`src/rtl/stream_demux_n.sv`:
```
// 1:NUM_CH valid/ready stream demux with per-channel output registers.
// Addressed or round-robin routing; bad addresses are dropped and counted.
module stream_demux_n #(
  parameter int DATA_W = 8,
  parameter int NUM_CH = 4,
  parameter int SEL_W  = 2,
  parameter int CNT_W  = 8
) (
  input  logic                     clk,
  input  logic                     rst_n,
  input  logic                     mode,
  input  logic                     in_valid,
  output logic                     in_ready,
  input  logic [DATA_W-1:0]        in_data,
  input  logic [SEL_W-1:0]         in_sel,
  output logic [NUM_CH-1:0]        out_valid,
  input  logic [NUM_CH-1:0]        out_ready,
  output logic [NUM_CH*DATA_W-1:0] out_data,
  output logic [SEL_W-1:0]         rr_ptr,
  output logic                     drop_err,
  output logic [CNT_W-1:0]         drop_cnt
);

  localparam int NSEL = 1 << SEL_W;
  localparam logic [SEL_W:0] NCH = (SEL_W+1)'(NUM_CH);
  localparam logic [SEL_W-1:0] LAST = SEL_W'(NUM_CH - 1);

  logic [SEL_W-1:0]  tgt;
  logic              sel_bad;
  logic [NSEL-1:0]   free_x;
  logic              acc;
  logic              drop;
  logic [NUM_CH-1:0] ld;

  assign tgt     = mode ? rr_ptr : in_sel;
  assign sel_bad = ~mode & ({1'b0, in_sel} >= NCH);

  // Padded to the full select range so tgt never indexes past the vector.
  always_comb begin
    free_x = '0;
    for (int k = 0; k < NUM_CH; k++)
      free_x[k] = ~out_valid[k] | out_ready[k];
  end

  assign in_ready = sel_bad | free_x[tgt];
  assign acc      = in_valid & in_ready & ~sel_bad;
  assign drop     = in_valid & sel_bad;

  always_comb begin
    ld = '0;
    for (int k = 0; k < NUM_CH; k++)
      ld[k] = acc & (tgt == SEL_W'(k));
  end

  always_ff @(posedge clk or negedge rst_n) begin
    if (!rst_n) begin
      out_valid <= '0;
      out_data  <= '0;
    end else begin
      for (int k = 0; k < NUM_CH; k++) begin
        if (ld[k]) begin
          out_valid[k] <= 1'b1;
          out_data[k*DATA_W +: DATA_W] <= in_data;
        end else if (out_ready[k]) begin
          out_valid[k] <= 1'b0;
        end
      end
    end
  end

  always_ff @(posedge clk or negedge rst_n) begin
    if (!rst_n) begin
      rr_ptr <= '0;
    end else if (acc && mode) begin
      rr_ptr <= (rr_ptr == LAST) ? '0 : rr_ptr + 1'b1;
    end
  end

  always_ff @(posedge clk or negedge rst_n) begin
    if (!rst_n) begin
      drop_err <= 1'b0;
      drop_cnt <= '0;
    end else begin
      drop_err <= drop;
      if (drop && drop_cnt != '1)
        drop_cnt <= drop_cnt + 1'b1;
    end
  end

endmodule

```
`config.mk`:
```
export PLATFORM = sky130hd
export DESIGN_NAME = stream_demux_n
export DESIGN_NICKNAME = d
export VERILOG_FILES = /design/src/rtl/stream_demux_n.sv
export SDC_FILE = /design/constraint.sdc
export NUM_CORES = 1
export LEC_CHECK = 0
export CAP_MARGIN = 20
export CORE_MARGIN = 2
export CORE_UTILIZATION = 47
export DETAILED_ROUTE_END_ITERATION = 6
export HOLD_SLACK_MARGIN = 0.08
export PLACE_DENSITY = 0.93
export SYNTH_ARGS = -nofsm -noshare
export SYNTH_HDL_FRONTEND = slang
export SYNTH_SLANG_ARGS = --single-unit
```
`constraint.sdc`:
```
create_clock -name clk -period 4.4 [get_ports clk]
set_clock_uncertainty 0.15 [all_clocks]
set_input_delay 1.1 -clock clk [delete_from_list [all_inputs] [get_ports clk]]
set_output_delay 1.1 -clock clk [all_outputs]
set_load 0.05 [all_outputs]
```
== After elaboration in Yosys (flattened, before gate mapping) ==
Index checks and enable logic that the tools add are counted.

* Bits in registers: 38
* Bits in latches: 0
* Bits in writable memories: 0
* Bits in read-only memories: 0
* Bits of input ports: 18
* Output and inout bits: 48
* Memories: 0

* Add/sub/neg operators: 1
* Multipliers: 0
* Divide/modulo/power cells: 0
* Order comparisons: 1
* Equality and inequality tests: 4
* Shifts and indexed selects: 0
* Multiplexer cells: 12
* Bitwise logic cells: 13
* Reductions and logical operators: 6

{| class="wikitable"
|+ Operators by type and width
! cell !! count
|-
| 1-bit 2-to-1 mux || 9
|-
| 2-bit nonzero test || 4
|-
| 2-bit == test (second input constant) || 3
|-
| 1-bit AND || 5
|-
| 2-bit 2-to-1 mux || 2
|-
| 1-bit inverter || 4
|-
| 1-bit bitwise OR || 4
|-
| 2-bit by 3-bit less-than comparator with 1-bit output (second input constant) || 1
|-
| 2-bit by 1-bit adder with 2-bit output (second input constant) || 1
|-
| 1-bit binary-select mux with 2-bit select || 1
|-
| 2-bit by 1-bit == test with 1-bit output (second input constant) || 1
|-
| 2-bit zero test || 1
|-
| 1-bit logical AND || 1
|}

== Logic depth before layout (Yosys ltp) ==
Gate-level depths: netlist of run 1.

* Word-level depth: 7
* Depth in mapped cells: 6
* Mapped depth without buffers: 5

== Worst setup path after synthesis of run 1 ==
No wires, ideal clock.

* Path kind: input-to-output
* Start: in out_ready[2]
* End: out in_ready
* Arrival time: 2210 ps
* Data required time: 3150 ps
* Slack: 940 ps
* Stages on the path: 2
* Cell sequence: and2b_2 a2111oi_4

* Cells in the longest elaborated chain, start to end: 3

{| class="wikitable"
|+ RTL lines
! what !! line !! source
|-
| start: declaration || 17 || <nowiki>input logic [NUM_CH-1:0] out_ready,</nowiki>
|-
| 1-bit bitwise OR || 42 || <nowiki>free_x[k] = ~out_valid[k] | out_ready[k];</nowiki>
|-
| 1-bit binary-select mux with 2-bit select || 45 || <nowiki>assign in_ready = sel_bad | free_x[tgt];</nowiki>
|-
| 1-bit 2-to-1 mux (implied by the code) || 45 ||
|-
| end: declaration || 13 || <nowiki>output logic in_ready,</nowiki>
|}

Every way passes these cells. The select of a mux whose other input is x is not followed.

== Worst setup path in the final report of run 1 ==
* Start: in mode
* End: out in_ready

* Cells in the longest elaborated chain, start to end: 3

{| class="wikitable"
|+ RTL lines
! what !! line !! source
|-
| start: declaration || 11 || <nowiki>input logic mode,</nowiki>
|-
| 2-bit 2-to-1 mux || 35 || <nowiki>assign tgt = mode ? rr_ptr : in_sel;</nowiki>
|-
| 1-bit binary-select mux with 2-bit select || 45 ||
|-
| 1-bit 2-to-1 mux (implied by the code) || 45 ||
|}

Every way passes these cells. The select of a mux whose other input is x is not followed.

==> impl_metrics.json, run 1 <==
{
  "hold_path.class": "flip-flop to flip-flop",
  "numCtsBuffers": 5,
  "netlist_instances": 117,
  "crit_required_ns": 3.15,
  "end_kind": "output port",
  "grt_max_degree": 39,
  "post-place-cells": 216,
  "synth-seq-area-share_pct": 54.7,
  "clkLatencyLatePin_ns": 0.28,
  "vias": 1097,
  "grt_pass1_vias": 1191,
  "ios": 66,
  "cts_tree": "yes",
  "overflow": 0,
  "slew_headroom_pct": 45.9,
  "initialDrtViolationCount": 63,
  "synth_seq_cells": 38,
  "layout.cells.non_filler": 224,
  "setup_viol": 0,
  "cts-root-buf": "clkbuf_8",
  "cts_sinks": 38,
  "dieHeight_um": 64.8,
  "postPlaceCellArea_sq_um": 2280,
  "grt_pass1_wl_um": 5830,
  "cts_setup_buffers": 0,
  "rsz0062_at_grt": "false",
  "routedWlPerCell_um": 15.8,
  "met2WireLength_um": 1760,
  "synth_commonest_cells": "dfrtp_1 (38), mux2_2 (22), buf_4 (9)",
  "die-width_um": 64.8,
  "num-nets-final": 194,
  "antenna_found_initial": 0,
  "dr.max_layer_used": "met4",
  "synth.top_cell.area_share_pct": 54.7,
  "cp-start-kind": "primary input",
  "fin_hold_ws_ns": 0.349,
  "coreArea_sq_um": 3610,
  "avgSynthCellArea_sq_um": 14.9,
  "io_buffers": 56,
  "worstMarginPinSlew_ns": 0.812,
  "fp-row-count": 22,
  "ctsResizeCount": 0,
  "fmax_mhz": 247,
  "synth_cell_types": 28,
  "setup_tns_ns": 0,
  "cp.arrival_ns": 2.81,
  "vias_per_cell": 4.90,
  "start_util_pct": 48.2,
  "dp_hpwl_um": 2660,
  "place.gp.congestion": 0.756,
  "synthMostInstantiatedCell": "dfrtp_1",
  "synth_ff_type": "dfrtp_1",
  "stdcell_area_sq_um": 2390,
  "dieArea_sq_um": 4200,
  "finalCriticalPeriod_ns": 4.06,
  "ys_warn_count": 0,
  "status": "complete, no violations",
  "crit_type": "primary input to output port",
  "fill_cells": 264,
  "synthTopCellsByArea": "dfrtp_1 (55%), mux2_2 (14%), mux2_4 (6.9%)",
  "synth_edf_count": 0,
  "slew_viol_final": 0,
  "insertedDiodeCount": 0,
  "crit_path_max_fanout": 9,
  "netlist_area_sq_um": 1740,
  "clk_pin_slew_ns": 0.07,
  "drt_first_pass_iters": 4,
  "yosysTopAreaCell": "dfrtp_1",
  "wl_um": 3540,
  "htreeDepth": 2,
  "final_hold_viol_count": 0,
  "ant_nets": 0,
  "finalCritPeriodShare_pct": 92.2,
  "drive_gt1_share_pct": 29.5,
  "met3_length_um": 211,
  "wl_met1_um": 1500,
  "cts_max_path_buffers": 2,
  "area_growth_pct": 37.4,
  "synthArstFlopShare_pct": 100,
  "drv_cap": 0,
  "drcViolationCount": 0,
  "hold_buffers": 0,
  "track_usage_pct": 18.7
}
-- critical path, stage by stage --
cell and delay, ns:
clkdlybuf4s50_1 0.62, nand3b_1 0.18, a21oi_1 0.11, a2111oi_4 0.58, buf_12 0.21
-- routing by layer --
layer	up-vias	global-route usage [%]
li1	507	-
met5	-	0
met2	48	31.7
met1	537	22.0
met4	0	11.2
met3	5	3.65
-- kinds of logic after synthesis --
logic type                 share of synthesized area [%]
adders and majority gates                          0.720
DFF                                                 54.7
muxes                                               23.8
AOI/OAI and AO/OA                                   6.48
buffers and inverters                               6.69
and+or+nand+nor                                     7.42
other                                              0.216
-- state kept, by name (all words and copies together) (netlist names) --
| signal | count |
|---|---|
| rr_ptr | 2 |
| out_data | 32 |
| out_valid | 4 |
-- area by class of cell --
cell class | count | area (sq um) | area share, %
Clock buffer | 7 | 76.3 | 3.20
Tap cell | 48 | 60.1 | 2.52
Multi-Input combinational cell | 73 | 701 | 29.4
Sequential cell | 38 | 951 | 39.8
Clock inverter | 1 | 30.0 | 1.26
Timing Repair Buffer | 56 | 566 | 23.7
Inverter | 1 | 3.75 | 0.157
-- stage by stage --
stage          worst slack [ns]  utilization, %
2_1_floorplan             0.940               -
3_3_place_gp              0.455            63.3
3_5_place_dp              0.344            63.3
4_1_cts                   0.345            66.2
5_1_grt                   0.260            66.2
6_report                  0.343            66.2
-- placed cells by master, fill, tap and decap left out, types with 2 or more instances in the layout --
master / count
dfrtp_1: 38
clkbuf_8: 5
or2b_2: 3
clkbuf_1: 2
a21bo_2: 3
and2_1: 3
clkdlybuf4s50_1: 54
nand3b_1: 2
mux2_1: 4
mux2_2: 22
a21oi_2: 2
conb_1: 9
a21boi_0: 3
mux2_4: 8
-- final timing paths --
check                                         start                       end  slack (ns)  cells past startpoint
setup reg to reg              rr_ptr[0]$_DFFE_PN0P_  out_data[19]$_DFFE_PN0P_        1.75                      5
min in group asynchronous                     rst_n  out_data[16]$_DFFE_PN0P_        0.75                      1
hold / removal             out_data[13]$_DFFE_PN0P_  out_data[13]$_DFFE_PN0P_        0.35                      1
setup / recovery                               mode                  in_ready        0.34                      5
max in group asynchronous                     rst_n   out_data[7]$_DFFE_PN0P_        2.83                      1
hold reg to reg            out_data[13]$_DFFE_PN0P_  out_data[13]$_DFFE_PN0P_        0.35                      1
Power of run 1 is left out: the tool's default activity adds up to more than one toggle a clock period on the data nets, which glitch-free logic cannot reach.
==> run 2: changes to the inputs <==
Settings changed: CTS_CLUSTER_SIZE set to 20, PLACE_DENSITY 0.93 to 0.94.
==> run 2 against run 1 <==
Against the previous run: sequential share of layout area barely moved; worst setup slack got worse by 0.022 ns; first-iteration DRC count rose by 27%; final cell count rose by 0.45%; worst hold slack got worse by 0.0088 ns; global-route usage rose by 1.3 points; fmax fell by 0.55%; highest routed layer unchanged.
==> impl_metrics.json, run 2 (same netlist as run 1, synthesis figures left out) <==
{
  "routedWlPerCell_um": 16.3,
  "htreeDepth": 2,
  "hold_path.class": "flip-flop to flip-flop",
  "setup_viol": 0,
  "cp.arrival_ns": 2.83,
  "crit_path_max_fanout": 9,
  "drt_first_pass_iters": 6,
  "coreArea_sq_um": 3610,
  "crit_required_ns": 3.15,
  "ios": 66,
  "cp-start-kind": "primary input",
  "fin_util_pct": 66.1,
  "grt_pass1_vias": 1143,
  "track_usage_pct": 20.0,
  "slew_headroom_pct": 58.9,
  "wl_um": 3660,
  "cts_max_path_buffers": 2,
  "drcViolationCount": 0,
  "crit_chain": "clkdlybuf4s50_1 > nor2_2 > a32o_1 > a2111oi_4 > buf_12",
  "vias": 1133,
  "hp-start": "out_data[1]$_DFFE_PN0P_",
  "seqCellArea_sq_um": 951,
  "place.gp.congestion": 0.838,
  "fill_cells": 261,
  "final_hold_viol_count": 0,
  "io_buffers": 56,
  "fmax_mhz": 245,
  "crit_path_start": "mode",
  "grt_max_degree": 39,
  "cts_tree": "yes",
  "vias_per_cell": 5.04,
  "grt_pass1_wl_um": 6110,
  "dp_hpwl_um": 2750,
  "crit_type": "primary input to output port",
  "fp-row-count": 22,
  "clk_pin_slew_ns": 0.07,
  "finalCriticalPeriod_ns": 4.08,
  "largest_register_ffs": 32,
  "r2r-start": "rr_ptr[0]$_DFFE_PN0P_",
  "ant_nets": 0,
  "hold_buffers": 0,
  "status": "complete, no violations",
  "largestRegisters": "out_data (32), out_valid (4), rr_ptr (2)",
  "numCtsBuffers": 5,
  "initialDrtViolationCount": 80,
  "insertedDiodeCount": 0,
  "rsz0062_at_grt": "false",
  "slew_viol_final": 0,
  "end_kind": "output port",
  "cpPeakStageDelay_ns": 0.62,
  "start_util_pct": 48.2,
  "setup_tns_ns": 0,
  "regMostFlops": "out_data",
  "layout_common_cells": "clkdlybuf4s50_1 (55), dfrtp_1 (38), mux2_2 (22)",
  "overflow": 0,
  "finalCritPeriodShare_pct": 92.7,
  "place_ws_ns": 0.366,
  "multi_input_area_sq_um": 701,
  "cts-root-buf": "clkbuf_8",
  "dieArea_sq_um": 4200,
  "cts_sinks": 38,
  "cts_setup_buffers": 0,
  "clkLatencyLatePin_ns": 0.28,
  "worst_path_max_delay_cell": "clkdlybuf4s50_1",
  "worstMarginPinSlew_ns": 0.617,
  "ctsResizeCount": 0,
  "area_growth_pct": 37.2,
  "drv_cap": 0,
  "final_common_cell": "clkdlybuf4s50_1",
  "fin_hold_ws_ns": 0.340,
  "antenna_found_initial": 0,
  "drive_gt1_share_pct": 29.9,
  "timing.final.ws_setup_ns": 0.321,
  "num-nets-final": 195,
  "die-width_um": 64.8,
  "dieHeight_um": 64.8
}
[run 2: final timing paths]
| kind | to | slack (ns) | cells after the start |
|---|---|---|---|
| worst max-delay path | in_ready | 0.32 | 5 |
| worst min-delay path | out_data[1]$_DFFE_PN0P_ | 0.34 | 1 |
| worst max register to register | out_data[20]$_DFFE_PN0P_ | 1.75 | 5 |
| worst min register to register | out_data[1]$_DFFE_PN0P_ | 0.34 | 1 |
| max in group asynchronous | out_data[2]$_DFFE_PN0P_ | 2.67 | 2 |
| min in group asynchronous | out_data[22]$_DFFE_PN0P_ | 1.10 | 2 |
[run 2: per-layer routing]
| layer | GRT usage (%) | part of all wire, % | vias up | routed length, um |
|---|---|---|---|---|
| li1 | - | - | 512 | - |
| met1 | 25.6 | 42 | 566 | 1550 |
| met2 | 31.4 | 50 | 51 | 1850 |
| met3 | 6.42 | 6.1 | 4 | 225 |
| met4 | 8.24 | 1.1 | 0 | 42 |
| met5 | 0 | 0 | - | 0 |
[run 2: final cells by class]
cell class,instances,area share [%]
flip-flops and latches,38,39.9
multi-input cells,73,29.4
repair buffers,57,24.2
clock buffers,7,3.62
well taps,48,2.52
clock inverters,1,0.210
inverters,1,0.157
[run 2: through the flow]
step                cells  cell area [sq um]
global route          225               2380
floorplan             125               1770
global placement      217               2290
detailed placement    217               2290
CTS                   225               2380
finish                225               2380
[run 2: worst max-delay path, delay by kind of cell]
family | cells | cell delay [ns]
buffers and inverters | 2 | 0.83
AND/OR/NAND/NOR | 1 | 0.06
AO/OA/AOI/OAI | 2 | 0.83
Power of run 2 is left out for the same reason.
